**config.mk**
```make
export PLATFORM = sky130hd
export DESIGN_NAME = pll_lock_monitor
export DESIGN_NICKNAME = d
export VERILOG_FILES = /design/src/rtl/pll_lock_pkg.sv /design/src/rtl/bit_sync.sv /design/src/rtl/pll_lock_monitor.sv
export SDC_FILE = /design/constraint.sdc
export NUM_CORES = 1
export LEC_CHECK = 0
export ABC_AREA = 0
export CORE_MARGIN = 2
export CORE_UTILIZATION = 55
export CTS_BUF_LIST = sky130_fd_sc_hd__clkbuf_4
export DETAILED_ROUTE_END_ITERATION = 7
export HOLD_SLACK_MARGIN = 0.08
export PLACE_DENSITY = 0.88
export SYNTH_ARGS = -nofsm -noshare
export SYNTH_HDL_FRONTEND = slang
export SYNTH_HIERARCHICAL = 1
export SYNTH_SLANG_ARGS = --single-unit
```
**constraint.sdc**
```tcl
create_clock -name clk100 -period 1.7 [get_ports clk100]
set_input_delay 0.255 -clock clk100 [delete_from_list [all_inputs] [get_ports clk100]]
set_output_delay 0.255 -clock clk100 [all_outputs]
set_load 0.02 [all_outputs]
```
**src/rtl/pll_lock_pkg.sv**
```systemverilog
// Shared types and helpers for the PLL bring-up/supervision block.
package pll_lock_pkg;

  // Supervisor states, in bring-up order; FAIL is absorbing.
  typedef enum logic [2:0] {
    RESET_PLL    = 3'd0,
    WAIT_LOCK    = 3'd1,
    STABLE_CHECK = 3'd2,
    RUN          = 3'd3,
    FAIL         = 3'd4
  } state_t;

  // Width of the shared cycle counter: enough to reach the largest
  // terminal count among the three per-state durations.
  function automatic int cnt_width(input int rst_cycles, input int stable_cycles,
                                   input int timeout_cycles);
    int m;
    m = rst_cycles;
    if (stable_cycles > m) m = stable_cycles;
    if (timeout_cycles > m) m = timeout_cycles;
    return (m < 2) ? 1 : $clog2(m);
  endfunction

endpackage

```
**src/rtl/bit_sync.sv**
```systemverilog
// Multi-flop synchronizer for a single asynchronous status bit.
// Cleared asynchronously so the synchronized value reads 0 during reset.
module bit_sync #(
  parameter int STAGES = 2
) (
  input  logic clk,
  input  logic rst_n,
  input  logic d,
  output logic q
);

  logic [STAGES-1:0] sync_reg;

  // Shift the raw input through the flop chain; oldest sample is the output.
  always_ff @(posedge clk or negedge rst_n) begin
    if (!rst_n) begin
      sync_reg <= '0;
    end else begin
      sync_reg <= {sync_reg[STAGES-2:0], d};
    end
  end

  assign q = sync_reg[STAGES-1];

endmodule

```
**src/rtl/pll_lock_monitor.sv**
```systemverilog
// PLL bring-up sequencer and lock supervisor, clocked by the free-running
// reference clock. Pulses the PLL reset, waits for a stable lock, releases
// the system reset, and restarts on lock loss. Repeated lock timeouts end in
// a sticky FAIL state that only cpu_reset_n can leave.
module pll_lock_monitor
  import pll_lock_pkg::*;
#(
  parameter int SYNC_STAGES        = 2,
  parameter int PLL_RST_CYCLES     = 16,
  parameter int LOCK_STABLE_CYCLES = 1024,
  parameter int TIMEOUT_CYCLES     = 65536,
  parameter int MAX_RETRIES        = 3
) (
  input  logic                               clk100,
  input  logic                               cpu_reset_n,
  input  logic                               pll_locked,
  output logic                               pll_rst,
  output logic                               sys_reset,
  output logic                               lock_lost,
  output logic [$clog2(MAX_RETRIES+1)-1:0]   retry_count,
  output logic                               fail
);

  localparam int CW = cnt_width(PLL_RST_CYCLES, LOCK_STABLE_CYCLES, TIMEOUT_CYCLES);
  localparam int RW = $clog2(MAX_RETRIES + 1);

  localparam logic [CW-1:0] RST_LAST     = CW'(PLL_RST_CYCLES - 1);
  localparam logic [CW-1:0] STABLE_LAST  = CW'(LOCK_STABLE_CYCLES - 1);
  localparam logic [CW-1:0] TIMEOUT_LAST = CW'(TIMEOUT_CYCLES - 1);
  localparam logic [RW-1:0] RETRY_MAX    = RW'(MAX_RETRIES);

  state_t          state_reg, state_next;
  logic [CW-1:0]   cnt_reg, cnt_next;
  logic [RW-1:0]   retry_reg, retry_next;
  logic            pll_rst_reg, pll_rst_next;
  logic            sys_reset_reg, sys_reset_next;
  logic            lock_lost_reg, lock_lost_next;
  logic            fail_reg, fail_next;
  logic            lk;

  bit_sync #(
    .STAGES (SYNC_STAGES)
  ) u_lock_sync (
    .clk   (clk100),
    .rst_n (cpu_reset_n),
    .d     (pll_locked),
    .q     (lk)
  );

  // Next-state, counter and retry logic; outputs are decoded from the next
  // state so every output flop changes on the same edge as the state.
  always_comb begin
    state_next     = state_reg;
    cnt_next       = cnt_reg + 1'b1;
    retry_next     = retry_reg;
    lock_lost_next = 1'b0;

    case (state_reg)
      RESET_PLL: begin
        if (cnt_reg == RST_LAST) state_next = WAIT_LOCK;
      end
      WAIT_LOCK: begin
        // Lock seen on the timeout cycle still counts as a lock.
        if (lk) begin
          state_next = STABLE_CHECK;
        end else if (cnt_reg == TIMEOUT_LAST) begin
          if (retry_reg == RETRY_MAX) begin
            state_next = FAIL;
          end else begin
            retry_next = retry_reg + 1'b1;
            state_next = RESET_PLL;
          end
        end
      end
      STABLE_CHECK: begin
        // A drop on the final cycle still restarts the wait.
        if (!lk) begin
          state_next = WAIT_LOCK;
        end else if (cnt_reg == STABLE_LAST) begin
          retry_next = '0;
          state_next = RUN;
        end
      end
      RUN: begin
        // Counter has no terminal count here, so hold it rather than wrap.
        cnt_next = cnt_reg;
        if (!lk) begin
          lock_lost_next = 1'b1;
          state_next     = RESET_PLL;
        end
      end
      FAIL: begin
        cnt_next = cnt_reg;
      end
      default: begin
        state_next = RESET_PLL;
      end
    endcase

    if (state_next != state_reg) cnt_next = '0;

    pll_rst_next   = (state_next == RESET_PLL) || (state_next == FAIL);
    sys_reset_next = (state_next != RUN);
    fail_next      = (state_next == FAIL);
  end

  // State, shared counter and retry counter registers.
  always_ff @(posedge clk100 or negedge cpu_reset_n) begin
    if (!cpu_reset_n) begin
      state_reg <= RESET_PLL;
      cnt_reg   <= '0;
      retry_reg <= '0;
    end else begin
      state_reg <= state_next;
      cnt_reg   <= cnt_next;
      retry_reg <= retry_next;
    end
  end

  // Registered outputs so nothing downstream sees decode glitches.
  always_ff @(posedge clk100 or negedge cpu_reset_n) begin
    if (!cpu_reset_n) begin
      pll_rst_reg   <= 1'b1;
      sys_reset_reg <= 1'b1;
      lock_lost_reg <= 1'b0;
      fail_reg      <= 1'b0;
    end else begin
      pll_rst_reg   <= pll_rst_next;
      sys_reset_reg <= sys_reset_next;
      lock_lost_reg <= lock_lost_next;
      fail_reg      <= fail_next;
    end
  end

  assign pll_rst     = pll_rst_reg;
  assign sys_reset   = sys_reset_reg;
  assign lock_lost   = lock_lost_reg;
  assign retry_count = retry_reg;
  assign fail        = fail_reg;

endmodule
```
==> reports/metrics.yaml <==
outcome: "finished with violations"
violations: "negative setup slack"
yosysSeqAreaShare_pct: 47.0
port_buffers: 8
drc_errors: 0
start_util_pct: 58.2
largest_register_ffs: 16
tightest_slew_ns: 0.376
die_area_um2: 3050
crit_path_end: "cnt_reg[1]$_DFFE_PN0P_"
leakagePower_nw: 0.890
synthArstFlopShare_pct: 100
layout_commonest_cell: "buf_4"
cp_cell_sequence: "buf_4, buf_4, nor4_1, and3_1, o21ai_2, a211oi_2, buf_6, nor2_1"
avgViaCountPerCell: 5.81
cts-root-buf: "clkbuf_4"
synth_top_area_share_pct: 43.4
rows: 18
layout.nets: 193
dp_hpwl_mm: 2.45
worstSetupPathType: "register to register"
ir_drop_v: 0.00102
firstDrtPassIters: 4
fillers: 155
drv_slew: 0
critPathLaunchType: "register"
rr_worst_depth: 8
synthAdderAreaFrac_pct: 1.74
met1_usage_pct: 31.8
wl_mm: 3.82
reg2reg_from: "state_reg[2]$_DFF_PN0_"
layout_common_cells: "buf_4, dfrtp_1, nor2_1"
synthXorXnorAreaFrac_pct: 8.51
ys.flop_type: "dfrtp_1"
grt_overflow: 0
cp_slowest_stage_delay_ns: 0.43
cp_slowest_cell: "dfrtp_1"
place_inst: 205
synth_warnings: 6
die_w_um: 55.2
synth.area.top_cells: "dfrtp_1, nor2_1, xor2_1"
fp.dieH_um: 55.2
drv_cap: 0
cp.arrival_ns: 2.14
rsz0062_at_grt: "true"
critPathCaptureType: "register"
grt_max_degree: 28
synth-compound-area-share_pct: 10.6
holdBufCountCts: 0
synthMuxAreaShare_pct: 0.781
reg2reg_slack_ns: -0.22
clkSinkCount: 27
setup_viol: 20
worst-path-max-fanout: 12
holdWs_ns: 0.290
place_congestion: 0.909
antenna_found_initial: 0
final.min_clock_period_ns: 1.92
cp.required_ns: 1.91
synthSimpleGateAreaFrac_pct: 28.3
diodes: 0
hold_path.class: "input port to async pin"
yosysTopAreaCell: "dfrtp_1"
drive_above_1_share_pct: 38.0
final-hold-violation-count: 0
syn_area_per_cell_um2: 10.2
synth_nets: 147
fmax_mhz: 520
crit_start: "state_reg[2]$_DFF_PN0_"
slew_headroom_pct: 74.7
postSynthCellCount: 142
synth-edff-count: 0
clk_path_buf_depth: 2
grt_first_pass_wirelength_mm: 5.49
clock_latency_ns: 0.32
finalSetupTns_ns: -3.14
htreeDepth: 1
clk_pin_slew_ns: 0.14
cts_made_buffers: 3
use_met2_pct: 45.4
fin_crit_sh_pct: 113
core_um2: 2480
io_pins: 9
routedWlPerCell_um: 17.6
ys_types: 40
ant_nets: 0
synth.ff_latch_count: 27
cp_common_cell: "buf_4"
gr-usage-met3_pct: 2.96
vias: 1260
finalNonFillerCells: 217
worstReg2RegEnd: "cnt_reg[1]$_DFFE_PN0P_"
synth_top_family_by_area: "simple AND/OR/NAND/NOR gates"
grt_use_total_pct: 25.7
pwr_density_cell_nw_per_um2: 1100
cts_tree: "done"
grt-busiest-layer: "met2"
areaGrowthSynthToFinish_pct: 36.6
first_global_vias: 1252
drt_iter0_markers: 44
syn_area_um2: 1440
clock_skew_ns: 0.00579
fin_ws_ns: -0.225
how the worst min path moves through the flow:
stage | from | to | slack [ns] | depth (start not counted)
after global routing | cpu_reset_n | state_reg[0]$_DFF_PN0_ | 0.34 | 2
final | cpu_reset_n | state_reg[0]$_DFF_PN0_ | 0.29 | 2
after floorplan | cpu_reset_n | cnt_reg[0]$_DFFE_PN0P_ | -0.04 | 0
after detailed placement | u_lock_sync/sync_reg[0]$_DFF_PN0_ | u_lock_sync/sync_reg[1]$_DFF_PN0_ | 0.34 | 0
after CTS | cpu_reset_n | state_reg[0]$_DFF_PN0_ | 0.30 | 2
after global placement | u_lock_sync/sync_reg[0]$_DFF_PN0_ | u_lock_sync/sync_reg[1]$_DFF_PN0_ | 0.33 | 0
layout make-up:
cell class                      instances  area (µm²)  area share [%]
Clock buffer                            4        30.0            1.52
Inverter                                4        15.0           0.762
Multi-Input combinational cell        107         838            42.6
Sequential cell                        27         678            34.4
Tap cell                               30        37.5            1.91
Timing Repair Buffer                   45         370            18.8
synth_stat cells (2+ instances only):
cell type   n
a211oi_2    2
nand2_1    10
ha_1        2
o21ai_0     5
a21oi_1     5
nand3_1     8
nor3_1      2
xnor2_1     4
nand4_1     3
nor4_4      2
dfrtp_1    25
inv_1       4
nor3b_1     4
buf_2       2
nor2_1     24
xor2_1     10
nand3b_1    2
and3_1      5
dfstp_2     2
metrics by stage:
stage	instance area, µm²	utilization, %	total power [mW]	setup WS (ns)
global placement	1750	70.7	1.65	-0.114
global route	1970	79.5	2.27	-0.262
finish	1970	79.5	2.16	-0.225
CTS	1850	74.7	2.05	-0.156
detailed placement	1750	70.7	1.70	-0.195
floorplan	1450	-	1.34	-0.129
cell families (layout without fill, tap and decap cells):
kind of cell	count (synthesis)	after routing
AOI/OAI and AO/OA	19	19
xor gates and xnor gates	14	14
adders and majority gates	2	2
buffers and inverters	8	53
DFF	27	27
muxes	1	1
and+or+nand+nor	71	71
repair_timing:
action,in CTS,in global routing
hold endpoints to repair,0,0
buffers inserted,5,3
setup endpoints to repair,19,23
gates resized for setup,12,15
pin swaps,7,6
where the power goes:
group | total, mW | switching [mW] | internal [mW]
registers | 0.833 | 0.0777 | 0.755
logic | 1.04 | 0.526 | 0.511
clock network | 0.291 | 0.183 | 0.108
critical path, delay by kind of cell (launching register included):
kind / cells / cell delay [ns]
buffers and inverters: 3 / 0.53
AND/OR/NAND/NOR: 3 / 0.48
flip-flops: 1 / 0.43
AO/OA/AOI/OAI: 2 / 0.38
routing by layer:
metal / up-vias / part of all wire [%]
met4: 0 / 2.2
met2: 41 / 52
met3: 10 / 3.3
li1: 586 / -
met5: - / 0
met1: 623 / 43
No activity file was read; power rests on OpenSTA's default activity.
==> RTL change, RTL diff (config.mk and constraints unchanged) <==
`PLL_RST_CYCLES`: 16 -> 32.
--- a/src/rtl/pll_lock_monitor.sv
+++ b/src/rtl/pll_lock_monitor.sv
@@ -7,5 +7,5 @@
 #(
   parameter int SYNC_STAGES        = 2,
-  parameter int PLL_RST_CYCLES     = 16,
+  parameter int PLL_RST_CYCLES     = 32,
   parameter int LOCK_STABLE_CYCLES = 1024,
   parameter int TIMEOUT_CYCLES     = 65536,
Check against the original RTL: same outputs for any inputs over 10 cycles, from zero or initial values and one cycle with cpu_reset_n low; that may be too few to reach the edited logic, so the function may still have changed.
==> RTL change against the original RTL <==
  * The run still ends with negative setup slack left
  * Total power decreased by 5.4%
  * Worst setup slack worse by 0.30 ns
  * Non-clock buffer count up 7
  * Routed wire length decreased by 2.5%
  * Clock skew grew 0.0057 ns
  * Final area is 0.57% lower
  * Clock power about the same
  * Critical path depth down 2
  * Die area is 0.73% higher
  * Sequential power shrank 2%
  * Area after synthesis up 0.78%
  * Sequential cell count unchanged
  * Critical endpoint is now cnt_reg[10]$_DFFE_PN0P_
==> RTL change: results (changes against the original RTL) <==
Outcome
The run finished, with violations left. The checks that failed: negative setup slack.

Global routing
The via count of the first global-routing pass was 1362 (+8.8%). The total track usage is 0.250 (-0.00744). The met2 track demand over resource in global routing was 0.425 (-0.0292).

The met3 track utilization from global routing was 0.0445 (+0.0149). The first-pass GRT wire length came to 6060 µm (+10%). The met1 layer usage reported by global route came to 0.310 (-0.00794).

Timing
The worst path setup slack after routing is -0.527 ns (-0.303 ns). The post-route worst hold slack was 0.267 ns (-0.0233 ns). The slew of the pin with the lowest slew margin is 0.378 ns (+0.00151 ns). The setup clock skew after layout is 0.0115 ns (+0.00566 ns).

The setup total negative slack is -9.70 ns (-6.55 ns). The setup violation total in the final timing report was 23 (+15%).

Layout
The count of inverters not on the clock network in the layout was 3 (-1). The layout multi-input combinational cell count is 110 (+2.8%). The multi-input gate share of total cell area came to 0.393 (-0.0327). The area of all placed cells without fillers was 1960 µm² (-0.57%).

The clock network area share came to 0.0153 (+0.0000877). The number of non-clock buffers is 52 (+16%). The proportion of final cell area spent on non-clock buffers was 0.220 (+0.0324). The post-layout net count came to 202 (+4.7%). The share of post-route cells with drive strength above 1 came to 0.352 (-0.0276).

Routing
The mean number of vias per cell came to 5.98 (+3.0%). The initial DRC count is 35 (-20%). The wire length reported by the detailed router is 3730 µm (-2.5%). The wire length on met3 came to 158 µm (+23%).

Placement
The worst slack at placement is -0.452 ns (-0.258 ns). The placed instance count is 214 (+4.4%). The estimated wirelength of the detail-placed design is 2590 µm (+5.4%). The instance area after placement was 1800 µm² (+3.0%). The final estimated routing congestion in global placement was 0.808 (-11%).

Logic synthesis
The xor/xnor share of the synthesized area is 0.0904 (+0.00537). In the synthesized netlist, the cells that appear most often are 25 x dfrtp_1, 15 x nor3_1, 14 x nor2_1. The arithmetic-cell share of the synthesized area counting full adders, half adders and majority gates is 0.0172 (-0.000135).

The multiplexer share of the synthesized area is 0.0146 (+0.00683). The sequential fraction of the synthesis area is 0.467 (-0.00365). The synthesized-area fraction occupied by ao, oa, aoi and oai cells came to 0.0956 (-0.0103).

Power and ir drop
The combinational group share of total power is 0.459 (-0.021). The leakage power total is 0.876 nW (-1.6%). The worst-case vdd ir drop came to 996 µV (-2.6%). The internal cell power came to 1.32 mW (-3.8%). The part of the total power dissipated in sequential elements is 0.399 (+0.014).

Critical path
The endpoint of the lowest-slack register-to-register path is cnt_reg[10]$_DFFE_PN0P_. The top cell family by delay on the critical path is simple AND/OR/NAND/NOR gates. The worst path arrival time is 2.46 ns (+0.32 ns). The worst reg2reg path startpoint is cnt_reg[15]$_DFFE_PN0P_.

The peak per-stage delay on the critical path came to 0.53 ns (+0.10 ns). The cell with the largest stage delay on the worst path is or4_1.

Clocking
The post-CTS setup buffer count is 4 (-1). The clock edge transition at the registers on the reported setup and hold paths is 0.16 ns (+0.02 ns). The post-cts repair resize count was 8 (-4).
## RTL change: cell count changes after synthesis, sizes merged, moves of 4 or more
cell and change:
and3 -4, nand4 +4, nor2 -10, nor3 +13, nor3b -4, o21ai -4
## RTL change: worst max-delay path by stage
stage                                        from                          to  slack (ns)  depth (start not counted)
after floorplan           cnt_reg[15]$_DFFE_PN0P_      cnt_reg[0]$_DFFE_PN0P_       -0.37                          6
after global placement    cnt_reg[15]$_DFFE_PN0P_  retry_count[0]$_DFFE_PN0P_       -0.37                          5
after detailed placement  cnt_reg[15]$_DFFE_PN0P_  retry_count[0]$_DFFE_PN0P_       -0.45                          5
after CTS                 cnt_reg[15]$_DFFE_PN0P_  retry_count[0]$_DFFE_PN0P_       -0.47                          5
after global routing      cnt_reg[15]$_DFFE_PN0P_     cnt_reg[10]$_DFFE_PN0P_       -0.58                          6
final                     cnt_reg[15]$_DFFE_PN0P_     cnt_reg[10]$_DFFE_PN0P_       -0.53                          6
